--- config.mk ---
export PLATFORM = sky130hd
export DESIGN_NAME = seven_seg_scan_driver
export DESIGN_NICKNAME = d
export VERILOG_FILES = /design/src/rtl/seven_seg_scan_driver.sv
export SDC_FILE = /design/constraint.sdc
export NUM_CORES = 1
export LEC_CHECK = 0
export ABC_CLOCK_PERIOD_IN_PS = 4420
export BUFFER_PORTS_ARGS = -buffer_cell sky130_fd_sc_hd__buf_2
export CAP_MARGIN = 20
export CORE_MARGIN = 4
export CORE_UTILIZATION = 61
export CTS_CLUSTER_SIZE = 30
export DETAILED_ROUTE_END_ITERATION = 10
export MAX_ROUTING_LAYER = met4
export PLACE_DENSITY = 0.84
export SLEW_MARGIN = 0
export SYNTH_ARGS = -nofsm -noshare
export SYNTH_HDL_FRONTEND = slang
export SYNTH_SLANG_ARGS = --single-unit
--- constraint.sdc ---
create_clock -name clk -period 4.42 [get_ports clk]
set_clock_uncertainty 0.1 [all_clocks]
set_input_delay 1.105 -clock clk [delete_from_list [all_inputs] [get_ports clk]]
set_output_delay 1.105 -clock clk [all_outputs]
set_load 0.05 [all_outputs]
--- src/rtl/seven_seg_scan_driver.sv ---
// rtl/seven_seg_scan_driver.sv - 4-digit common-anode 7-segment scan driver
// Frame-latched digits, leading-zero blanking, decimal points, blink and freeze.
module seven_seg_scan_driver #(
  parameter int SCAN_DIV     = 100_000,
  parameter int BLINK_FRAMES = 125
) (
  input  logic       clk,
  input  logic       resetn,
  input  logic [3:0] seg1,
  input  logic [3:0] seg2,
  input  logic [3:0] seg3,
  input  logic [3:0] seg4,
  input  logic       enable,
  input  logic       lzb,
  input  logic [3:0] dp_mask,
  input  logic       blink_en,
  input  logic       freeze,
  output logic [3:0] an,
  output logic [6:0] seg_out,
  output logic       dp
);

  localparam int PCW = (SCAN_DIV > 1) ? $clog2(SCAN_DIV) : 1;
  localparam int BFW = (BLINK_FRAMES > 1) ? $clog2(BLINK_FRAMES) : 1;
  localparam logic [PCW-1:0] PC_LAST = PCW'(SCAN_DIV - 1);
  localparam logic [BFW-1:0] BF_LAST = BFW'(BLINK_FRAMES - 1);

  logic [PCW-1:0] pc;
  logic [1:0]     idx;
  logic [3:0]     shadow [4];
  logic [BFW-1:0] blink_cnt;
  logic           blink_on;

  logic       frame_end;
  logic       phase_on;
  logic       dark;
  logic [3:0] cur_digit;
  logic [3:0] next_an;
  logic [6:0] next_seg;
  logic       next_dp;

  function automatic logic [6:0] encode(input logic [3:0] d);
    case (d)
      4'd0:    encode = 7'h40;
      4'd1:    encode = 7'h79;
      4'd2:    encode = 7'h24;
      4'd3:    encode = 7'h30;
      4'd4:    encode = 7'h19;
      4'd5:    encode = 7'h12;
      4'd6:    encode = 7'h02;
      4'd7:    encode = 7'h78;
      4'd8:    encode = 7'h00;
      4'd9:    encode = 7'h10;
      default: encode = 7'h3F;
    endcase
  endfunction

  assign frame_end = (pc == PC_LAST) && (idx == 2'd3);
  assign cur_digit = shadow[idx];
  // Dropping blink_en must relight on the very next cycle, so gate on it directly.
  assign phase_on  = !blink_en || blink_on;
  assign dark      = (pc == '0) || !enable || !phase_on ||
                     ((idx == 2'd0) && lzb && (shadow[0] == 4'd0));

  always_ff @(posedge clk or negedge resetn) begin
    if (!resetn) begin
      pc        <= '0;
      idx       <= 2'd0;
      shadow[0] <= 4'd0;
      shadow[1] <= 4'd0;
      shadow[2] <= 4'd0;
      shadow[3] <= 4'd0;
      blink_cnt <= '0;
      blink_on  <= 1'b1;
    end else begin
      if (pc == PC_LAST) begin
        pc  <= '0;
        idx <= idx + 2'd1;
      end else begin
        pc <= pc + PCW'(1);
      end
      if (frame_end && !freeze) begin
        shadow[0] <= seg1;
        shadow[1] <= seg2;
        shadow[2] <= seg3;
        shadow[3] <= seg4;
      end
      if (!blink_en) begin
        blink_cnt <= '0;
        blink_on  <= 1'b1;
      end else if (frame_end) begin
        if (blink_cnt == BF_LAST) begin
          blink_cnt <= '0;
          blink_on  <= !blink_on;
        end else begin
          blink_cnt <= blink_cnt + BFW'(1);
        end
      end
    end
  end

  always_comb begin
    next_an  = 4'hF;
    next_seg = 7'h7F;
    next_dp  = 1'b1;
    if (!dark) begin
      next_an[2'd3 - idx] = 1'b0;
      next_seg            = encode(cur_digit);
      next_dp             = ~dp_mask[2'd3 - idx];
    end
  end

  always_ff @(posedge clk or negedge resetn) begin
    if (!resetn) begin
      an      <= 4'hF;
      seg_out <= 7'h7F;
      dp      <= 1'b1;
    end else begin
      an      <= next_an;
      seg_out <= next_seg;
      dp      <= next_dp;
    end
  end

endmodule

==> qor.yml, run 1 <==
status: "completed"
grt_pass1_wl_mm: 9.50
drt_pass1_iterations: 6
core_area_um2: 4410
setup_violations: 0
maxCapViolations: 0
syn_area_um2: 2810
drt-met1-wl_mm: 2.46
crit_path_start_kind: "flip-flop"
vias: 2068
ys_seq_elements: 55
synth_ff_type: "dfrtp_1"
grt_use_total_pct: 22.8
fin_crit_ns: 2.82
place_congestion: 0.830
routed_wl_mm: 5.78
grt_max_degree: 29
path_buf_inv: 0
slew_violations: 0
die_area_um2: 5750
cts.sinks: 55
cts_tree: "yes"
holdBufCountCts: 0
drt-vias-per-instance: 6.03
clkTransAtPathRegs_ns: 0.09
ir_drop_v: 0.000207
drc: 0
cts_resized: 0
io_buffers: 37
postRouteAntennaNets: 0
critPathSlowestCell: "nor4_4"
period_share_pct: 63.9
post_cts_buffers: 0
die_x_um: 75.8
yosysSeqAreaShare_pct: 49.6
htree_levels: 2
io_pins: 38
antenna_found_initial: 0
slew-limit-headroom_pct: 32.0
route.met2.wl_mm: 2.83
layout_common_cells: "42 x dfrtp_1, 37 x buf_2, 18 x nand2_1, 18 x mux2_2, 16 x inv_1"
hold_path.class: "reg2reg"
fmax_mhz: 354
syn_inst: 252
tns_ns: 0
slowest_delay_ns: 0.89
worstSkewPairLatency_ns: 0.31
synth_edf_count: 0
cts-root-buf: "clkbuf_8"
cts_buffers: 5
highest_layer: "met4"
tightest_slew_ns: 1.01
fin_util_pct: 70.6
grt_pass1_vias: 2047
leakagePower_uw: 0.00135
crit_family: "simple AND/OR/NAND/NOR gates"
wl_per_cell_um: 16.9
drive_gt1_share_pct: 30.6
worstSetupEndpointType: "flip-flop"
synth_nets: 291
gr-total-overflow: 0
start_util_pct: 63.5
critPathMaxFanout: 16
rsz0062_at_grt: "no"
critPathRequiredTime_ns: 4.51
area_growth_pct: 11.1
synthArstFlopShare_pct: 100
mostFrequentLayoutCell: "dfrtp_1"
crit_arrival_ns: 2.92
path_cells: "nor4_1 > nand2_1 > nor4_4 > mux2_2"
die_h_um: 75.8
clk_path_buf_depth: 2
total_power_uw: 903
route.met3.wl_um: 334
power_density_nw_per_um2: 290
drt_iter0_drc: 151
final_nets: 329
dp_hpwl_mm: 4.34
ys_warn_count: 0
worstSetupPathType: "reg2reg"
hold_violations: 0
avgSynthCellArea_um2: 11.1
antenna_cells: 0
rows: 24
synth_cell_types: 45
[power by group]
group | internal, uW | total [uW] | switching [uW]
clock | 127 | 284 | 157
sequential | 522 | 529 | 6.20
combinational | 30.0 | 90.0 | 60.0
[kinds of logic (layout without fill, tap and decap cells)]
| group | Yosys count | after routing | synth area share (%) |
|---|---|---|---|
| fa+ha+maj | 13 | 13 | 5.80 |
| xor+xnor | 14 | 14 | 4.37 |
| compound gates | 33 | 33 | 7.14 |
| flops | 55 | 55 | 49.6 |
| simple gates | 89 | 89 | 17.6 |
| mux | 25 | 25 | 12.0 |
| buf+inv | 23 | 62 | 3.52 |
[cells in the mapped netlist, types with 2 or more instances]
cell        n  area (um2)
a2111oi_0   2        17.5
a211oi_1    3        22.5
a21oi_1     6        30.0
a31oi_1     2        12.5
a41oi_1     2        17.5
clkbuf_1    4        15.0
dfrtp_1    42        1050
dfstp_2    13         342
ha_1       13         163
inv_1      16        60.1
mux2_2     18         203
mux2i_1     2        20.0
mux4_2      5         113
nand2_1    18        67.6
nand2b_1    3        18.8
nand3_1    14        70.1
nand4_1     5        31.3
nor2_1     14        52.6
nor2b_1     3        18.8
nor3_1      7        35.0
nor4_1      3        18.8
o211ai_1    3        22.5
o21ai_0    14        70.1
or3_1       5        31.3
or4_1       2        15.0
or4_2       2        17.5
xnor2_1     7        61.3
xor2_1      7        61.3
[metal layers]
metal	vias to the layer above	global-route usage, %
met3	16	5.54
met5	-	-
li1	974	-
met4	0	8.93
met2	86	35.5
met1	992	28.8
[cell type report]
class | instances | area [um2]
Multi-Input combinational cell | 174 | 1310
Sequential cell | 55 | 1390
Tap cell | 52 | 65.1
Clock inverter | 1 | 5.00
Clock buffer | 7 | 86.3
Fill cell | 328 | 1300
Timing Repair Buffer | 38 | 193
Inverter | 16 | 60.1
[metrics by stage]
stage	area (um2)	worst slack [ns]	instances	hold slack, ns
after floorplan	2810	2.14	252	0.345
after global placement	3020	1.69	335	0.376
after detailed placement	3020	1.64	335	0.380
after CTS	3120	1.63	343	0.390
after global routing	3120	1.46	343	0.415
final	3120	1.60	343	0.397
[sequential cells by signal, indices dropped and copies added (netlist names)]
name       cells
pc            17
shadow        16
blink_cnt      7
seg_out        7
an             4
idx            2
blink_on       1
dp             1
[worst register-to-register path: cells and delay by family, from the launching register on]
family	cells	cell delay, ns
DFF	1	0.43
and+or+nand+nor	3	1.75
muxes	1	0.43
[final timing paths]
check                                    startpoint                       end  slack, ns  depth (start not counted)
min reg2reg                blink_cnt[6]$_DFFE_PN0P_  blink_cnt[6]$_DFFE_PN0P_       0.40                          1
min in group asynchronous                    resetn          pc[14]$_DFF_PN0_       0.68                          1
max in group asynchronous                    resetn           pc[8]$_DFF_PN0_       2.77                          2
max reg2reg                        pc[12]$_DFF_PN0_    shadow[14]$_DFFE_PN0P_       1.60                          4
max                                pc[12]$_DFF_PN0_    shadow[14]$_DFFE_PN0P_       1.60                          4
min                        blink_cnt[6]$_DFFE_PN0P_  blink_cnt[6]$_DFFE_PN0P_       0.40                          1
Note: power is estimated with default switching activity, not from simulation.
==> run 2, diff against run 1 <==
Settings changed: ABC_AREA set to 1, ABC_CLOCK_PERIOD_IN_PS 4420 to 2900, CORE_UTILIZATION 61 to 57, PLACE_DENSITY 0.84 to 0.79.
Clock period 4.42 ns to 2.9 ns, I/O delays scaled along.
==> qor.yml, run 2 <==
status: "completed"  # unchanged
die_area_um2: 6360  # was 5750 um2
grt_max_degree: 32  # was 29
synth_common_cells: "118 x nand2_1, 42 x dfrtp_1, 38 x inv_1, 36 x nand3_1, 36 x nor2_1"  # was 42 x dfrtp_1, 18 x mux2_2, 18 x nand2_1, 16 x inv_1
slew-limit-headroom_pct: 62.1  # was 32.0%
final_nets: 443  # was 329
wl_per_cell_um: 12.3  # was 16.9 um
route.met2.wl_mm: 2.85  # was 2.83 mm
grt_use_total_pct: 21.0  # was 22.8%
yosysSeqAreaShare_pct: 47.5  # was 49.6%
place_congestion: 0.863  # was 0.830
ys_warn_count: 0  # unchanged
hold_violations: 0  # unchanged
area_growth_pct: 11.5  # was 11.1%
cts.sinks: 55  # unchanged
antenna_found_initial: 0  # unchanged
synthSimpleGateAreaFrac_pct: 32.3  # was 17.6%
routed_wl_mm: 5.79  # was 5.78 mm
rsz0062_at_grt: "no"  # unchanged
critPathRequiredTime_ns: 3.03  # was 4.51 ns
gr-total-overflow: 0  # unchanged
avgSynthCellArea_um2: 8.06  # was 11.1 um2
io_pins: 38  # unchanged
core_area_um2: 4850  # was 4410 um2
critPathSlowestCell: "dfrtp_1"  # was nor4_4
clkPwrFrac_pct: 29.7  # was 31.5%
synth_cell_types: 32  # was 45
synthArstFlopShare_pct: 100  # unchanged
yosysTopAreaCellShare_pct: 35.8  # was 37.5%
fin_util_pct: 67.5  # was 70.6%
synth_nets: 403  # was 291
die_h_um: 79.7  # was 75.8 um
htree_levels: 2  # unchanged
internal-power_uw: 1020  # was 679 uW
yosys-top-cells-area: "dfrtp_1 36%, nand2_1 15%, dfstp_2 12%"  # was dfrtp_1 37%, dfstp_2 12%, mux2_2 7.2%
synthMuxAreaShare_pct: 0  # was 12.0%
top_regs: "pc x17, shadow x16"  # unchanged
yosysTopAreaCell: "dfrtp_1"  # unchanged
vias: 2399  # was 2,068
grt_pass1_vias: 2307  # was 2,047
tns_ns: 0  # unchanged
route.met3.wl_um: 277  # was 334 um
leakagePower_uw: 0.00168  # was 0.00135 uW
synth_top_family_by_area: "simple AND/OR/NAND/NOR gates"  # unchanged
drive_gt1_share_pct: 17.5  # was 30.6%
cts-root-buf: "clkbuf_8"  # unchanged
crit_path_start_kind: "flip-flop"  # unchanged
placedCellCount: 464  # was 335
maxCapViolations: 0  # unchanged
worstSkewPairLatency_ns: 0.31  # about the same
drc: 0  # unchanged
drt-vias-per-instance: 5.08  # was 6.03
tightest_slew_ns: 0.569  # was 1.01 ns
p_sw_uw: 351  # was 223 uW
holdBufCountCts: 0  # unchanged
dp_hpwl_mm: 4.56  # was 4.34 mm
fill_cells: 408  # was 328
critPathMaxFanout: 13  # was 16
multiInputGateArea_um2: 1340  # was 1310 um2
power_frac_comb_pct: 10.8  # was 10.0%
synth_edf_count: 0  # unchanged
drt_pass1_iterations: 4  # was 6
mostFrequentLayoutCell: "nand2_1"  # was dfrtp_1
synth_fa_ha_area_share_pct: 5.54  # was 5.80%
slew_violations: 0  # unchanged
worstSetupEndpointType: "flip-flop"  # unchanged
drt-met1-wl_mm: 2.61  # was 2.46 mm
cts_resized: 0  # unchanged
regMostFlops: "pc"  # unchanged
setup_violations: 0  # unchanged
synth-xor-area-share_pct: 4.18  # was 4.37%
layout_common_cells: "118 x nand2_1, 42 x dfrtp_1, 38 x inv_1, 37 x buf_2"  # was 42 x dfrtp_1, 37 x buf_2, 18 x nand2_1, 18 x mux2_2, 16 x inv_1
syn_area_um2: 2930  # was 2810 um2
highest_layer: "met4"  # unchanged
synth_ff_type: "dfrtp_1"  # unchanged
path_buf_inv: 2  # was 0
post_cts_buffers: 0  # unchanged
clk_path_buf_depth: 2  # unchanged
seq_power_share_pct: 59.6  # was 58.6%
switching_share_pct: 25.7  # was 24.8%
ir_drop_v: 0.000286  # was 0.000207 V
power_density_nw_per_um2: 418  # was 290 nW/um2
die_x_um: 79.7  # was 75.8 um
worstSetupPathType: "reg2reg"  # unchanged
instances_no_fill: 472  # was 343
hold_path.class: "in2async"  # was reg2reg
regArea_um2: 1390  # unchanged
period_share_pct: 74.4  # was 63.9%
synth_compound_area_share_pct: 3.75  # was 7.14%
crit_family: "simple AND/OR/NAND/NOR gates"  # unchanged
io_buffers: 37  # unchanged
cts_buffers: 5  # unchanged
syn_inst: 364  # was 252
cts_tree: "yes"  # unchanged
crit_arrival_ns: 2.29  # was 2.92 ns
postRouteAntennaNets: 0  # unchanged
antenna_cells: 0  # unchanged
fin_crit_ns: 2.16  # was 2.82 ns
ys_seq_elements: 55  # unchanged
largest_reg_flops: 17  # unchanged
drt_iter0_drc: 126  # was 151
grt_pass1_wl_mm: 10.3  # was 9.50 mm
path_cells: "inv_1 > nand2_1 > nand3_1 > nand2_1 > inv_1 > ha_1 > or2_2 > o21ai_0 > o21ai_0"  # was nor4_1 > nand2_1 > nor4_4 > mux2_2
start_util_pct: 60.5  # was 63.5%
slowest_delay_ns: 0.57  # was 0.89 ns
clkTransAtPathRegs_ns: 0.09  # about the same
rows: 25  # was 24
yosysMostFrequentCell: "nand2_1"  # was dfrtp_1
fmax_mhz: 463  # was 354 MHz
==> run 2: changes by cell type after synthesis, sizes merged, moves of 18 or more <==
cell / delta
mux2: -18
nor2: +27
nand2: +101
inv: +25
nand3: +22
==> run 2: stage by stage <==
stage          area [um2]  setup slack, ns  total power, uW  hold WS [ns]
3_3_place_gp         3190            0.899              975         0.356
5_1_grt              3270            0.496             1430         0.343
6_report             3270            0.742             1370         0.299
2_1_floorplan        2930             1.17              916         0.329
3_5_place_dp         3190            0.769              978         0.368
4_1_cts              3270            0.751             1380         0.316
==> run 2: final cells by class <==
class                           instances  share of cell area (%)
Sequential cell                        55                    42.6
Multi-Input combinational cell        262                    41.1
Timing Repair Buffer                   39                    6.50
Inverter                               41                    4.78
Tap cell                               67                    2.56
Clock buffer                            7                    2.33
Clock inverter                          1                   0.153
==> run 2: per-layer routing <==
layer	up-vias	global-route usage (%)
li1	1230	-
met1	1110	27.0
met2	52	34.8
met3	7	4.06
met4	0	4.90
met5	-	-
==> run 2: cell families (layout without fill, tap and decap cells) <==
logic type,count (synthesis),in the layout
AND/OR/NAND/NOR,215,215
flip-flops,55,55
adder cells (fa/ha/maj),13,13
XOR/XNOR,14,14
AO/OA/AOI/OAI,20,20
buffers and inverters,47,88
==> run 2: power groups by stage <==
stage                     registers (uW)  logic, uW  clock network (uW)
final                                814        147                 405
after global routing                 817        165                 447
after CTS                            814        150                 418
after detailed placement             828        149                   0
after global placement               828        147                   0
after floorplan                      868       48.0                   0
==> run 2: worst paths after layout <==
| path | from | endpoint | slack [ns] | cells after the start |
|---|---|---|---|---|
| max reg2reg | idx[0]$_DFFE_PN0N_ | seg_out[6]$_DFF_PN1_ | 0.74 | 9 |
| max | idx[0]$_DFFE_PN0N_ | seg_out[6]$_DFF_PN1_ | 0.74 | 9 |
| min in group clk | blink_on$_DFFE_PN1P_ | blink_on$_DFFE_PN1P_ | 0.38 | 2 |
| min | resetn | pc[12]$_DFF_PN0_ | 0.30 | 1 |
| min reg2reg | blink_on$_DFFE_PN1P_ | blink_on$_DFFE_PN1P_ | 0.38 | 2 |
| max in group asynchronous | resetn | seg_out[3]$_DFF_PN1_ | 1.78 | 2 |
==> run 3, diff against run 2 <==
Settings changed: ABC_CLOCK_PERIOD_IN_PS 2900 to 2200.
Clock period 2.9 ns to 2.2 ns, I/O delays scaled along.
==> qor.yml, run 3 (synthesis results as in run 2) <==
postLayoutCellArea_um2: 3290  # was 3270 um2
placedCellCount: 466  # was 464
grt_pass1_vias: 2281  # was 2,307
tightest_slew_ns: 0.536  # was 0.569 ns
leakagePower_uw: 0.00169  # was 0.00168 uW
critPathMaxFanout: 7  # was 13
fin_crit_ns: 1.86  # was 2.16 ns
path_common_cell: "nand3_1"
final_nets: 445  # was 443
tns_ns: 0  # unchanged
area_growth_pct: 12.2  # was 11.5%
slew-limit-headroom_pct: 64.3  # was 62.1%
gr-total-overflow: 0  # unchanged
rows: 25  # unchanged
regMostFlops: "pc"  # unchanged
grt_pass1_wl_mm: 10.4  # was 10.3 mm
slowest_delay_ns: 0.38  # was 0.57 ns
mostFrequentLayoutCell: "nand2_1"  # unchanged
clkTransAtPathRegs_ns: 0.10  # was 0.09 ns
cts_tree: "yes"  # unchanged
hold_violations: 0  # unchanged
setup_violations: 0  # unchanged
io_pins: 38  # unchanged
drc: 0  # unchanged
r2r_start: "pc[1]$_DFF_PN0_"  # was idx[0]$_DFFE_PN0N_
maxCapViolations: 0  # unchanged
crit_arrival_ns: 1.99  # was 2.29 ns
reg2reg_to: "blink_cnt[1]$_DFFE_PN0P_"  # was seg_out[6]$_DFF_PN1_
grt_use_total_pct: 21.4  # was 21.0%
clk_path_buf_depth: 2  # unchanged
power_density_nw_per_um2: 553  # was 418 nW/um2
critPathSlowestCell: "dfrtp_1"  # unchanged
post_cts_buffers: 0  # unchanged
worstSkewPairLatency_ns: 0.31  # about the same
die_h_um: 79.7  # unchanged
holdBufCountCts: 0  # unchanged
core_area_um2: 4850  # unchanged
drive_gt1_share_pct: 18.4  # was 17.5%
fmax_mhz: 537  # was 463 MHz
io_buffers: 37  # unchanged
drt_iter0_drc: 144  # was 126
place_area_um2: 3200  # was 3190 um2
drt-vias-per-instance: 5.07  # was 5.08
cts.sinks: 55  # unchanged
path_cells: "ha_1 > nand2_1 > nor2_4 > nand3_1 > nor2_2 > nand3_1 > o21ai_1"  # was inv_1 > nand2_1 > nand3_1 > nand2_1 > inv_1 > ha_1 > or2_2 > o21ai_0 > o21ai_0
worstSetupPathType: "reg2reg"  # unchanged
routed_wl_mm: 5.94  # was 5.79 mm
antenna_cells: 0  # unchanged
rrSetupSlack_ns: 0.34  # was 0.74 ns
worstSetupEndpointType: "flip-flop"  # unchanged
largest_reg_flops: 17  # unchanged
rsz0062_at_grt: "no"  # unchanged
die_x_um: 79.7  # unchanged
start_util_pct: 60.5  # unchanged
period_share_pct: 84.6  # was 74.4%
crit_path_start_kind: "flip-flop"  # unchanged
die_area_um2: 6360  # unchanged
drt_pass1_iterations: 5  # was 4
htree_levels: 2  # unchanged
antenna_found_initial: 0  # unchanged
reg2reg_depth: 7  # was 9
cts_buffers: 5  # unchanged
grt_max_degree: 33  # was 32
layout_common_cells: "118 x nand2_1, 42 x dfrtp_1, 38 x inv_1, 37 x buf_2"  # unchanged
slew_violations: 0  # unchanged
cts-root-buf: "clkbuf_8"  # unchanged
instances_no_fill: 474  # was 472
ir_drop_v: 0.000351  # was 0.000286 V
dp_hpwl_mm: 4.66  # was 4.56 mm
hold_path.class: "in2async"  # unchanged
top_regs: "pc x17, shadow x16"  # unchanged
critPathRequiredTime_ns: 2.33  # was 3.03 ns
postRouteAntennaNets: 0  # unchanged
place_congestion: 0.925  # was 0.863
wl_per_cell_um: 12.5  # was 12.3 um
vias: 2401  # was 2,399
cts_resized: 0  # unchanged
status: "completed"  # unchanged
[run 3: power by group]
part | total, uW | internal [uW] | switching, uW
registers | 1070 | 1060 | 17.0
logic | 196 | 58.1 | 138
clock network | 553 | 225 | 328
total | 1820 | 1340 | 483
[run 3: routing by layer]
layer	part of all wire (%)	global-route usage, %	up-vias
li1	-	-	1233
met1	48	29.0	1096
met2	46	33.6	65
met3	5.0	3.05	7
met4	1.3	6.59	0
met5	0	-	-
[run 3: worst max-delay path, delay by kind of cell (launching register included)]
family,cells,cell delay (ns)
and+or+nand+nor,5,1.01
DFF,1,0.38
adders and majority gates,1,0.21
AOI/OAI and AO/OA,1,0.08
[run 3: area by class of cell]
type / instances / area (um2)
inverter: 41 / 156
sequential: 55 / 1390
clock inverter: 3 / 18.8
tap: 67 / 83.8
multi-input combinational: 262 / 1340
fill: 430 / 1560
timing repair buffer: 41 / 228
clock buffer: 5 / 68.8
[run 3: worst max-delay path by stage]
stage | from | end | slack (ns) | depth (start not counted)
2_1_floorplan | idx[0]$_DFFE_PN0N_ | seg_out[6]$_DFF_PN1_ | 0.48 | 10
3_3_place_gp | idx[1]$_DFFE_PN0N_ | seg_out[6]$_DFF_PN1_ | 0.43 | 8
3_5_place_dp | pc[0]$_DFF_PN0_ | shadow[10]$_DFFE_PN0P_ | 0.34 | 8
4_1_cts | pc[0]$_DFF_PN0_ | shadow[10]$_DFFE_PN0P_ | 0.31 | 8
5_1_grt | pc[0]$_DFF_PN0_ | shadow[10]$_DFFE_PN0P_ | 0.17 | 8
6_report | pc[1]$_DFF_PN0_ | blink_cnt[1]$_DFFE_PN0P_ | 0.34 | 7
[run 3: metrics by stage]
step	utilization [%]	hold slack, ns	power (uW)	setup slack [ns]
6_report	67.9	0.110	1820	0.339
5_1_grt	67.9	0.141	1910	0.170
4_1_cts	67.9	0.121	1840	0.315
3_5_place_dp	66.1	0.365	1290	0.337
3_3_place_gp	66.1	0.361	1290	0.427
2_1_floorplan	-	0.154	1210	0.479
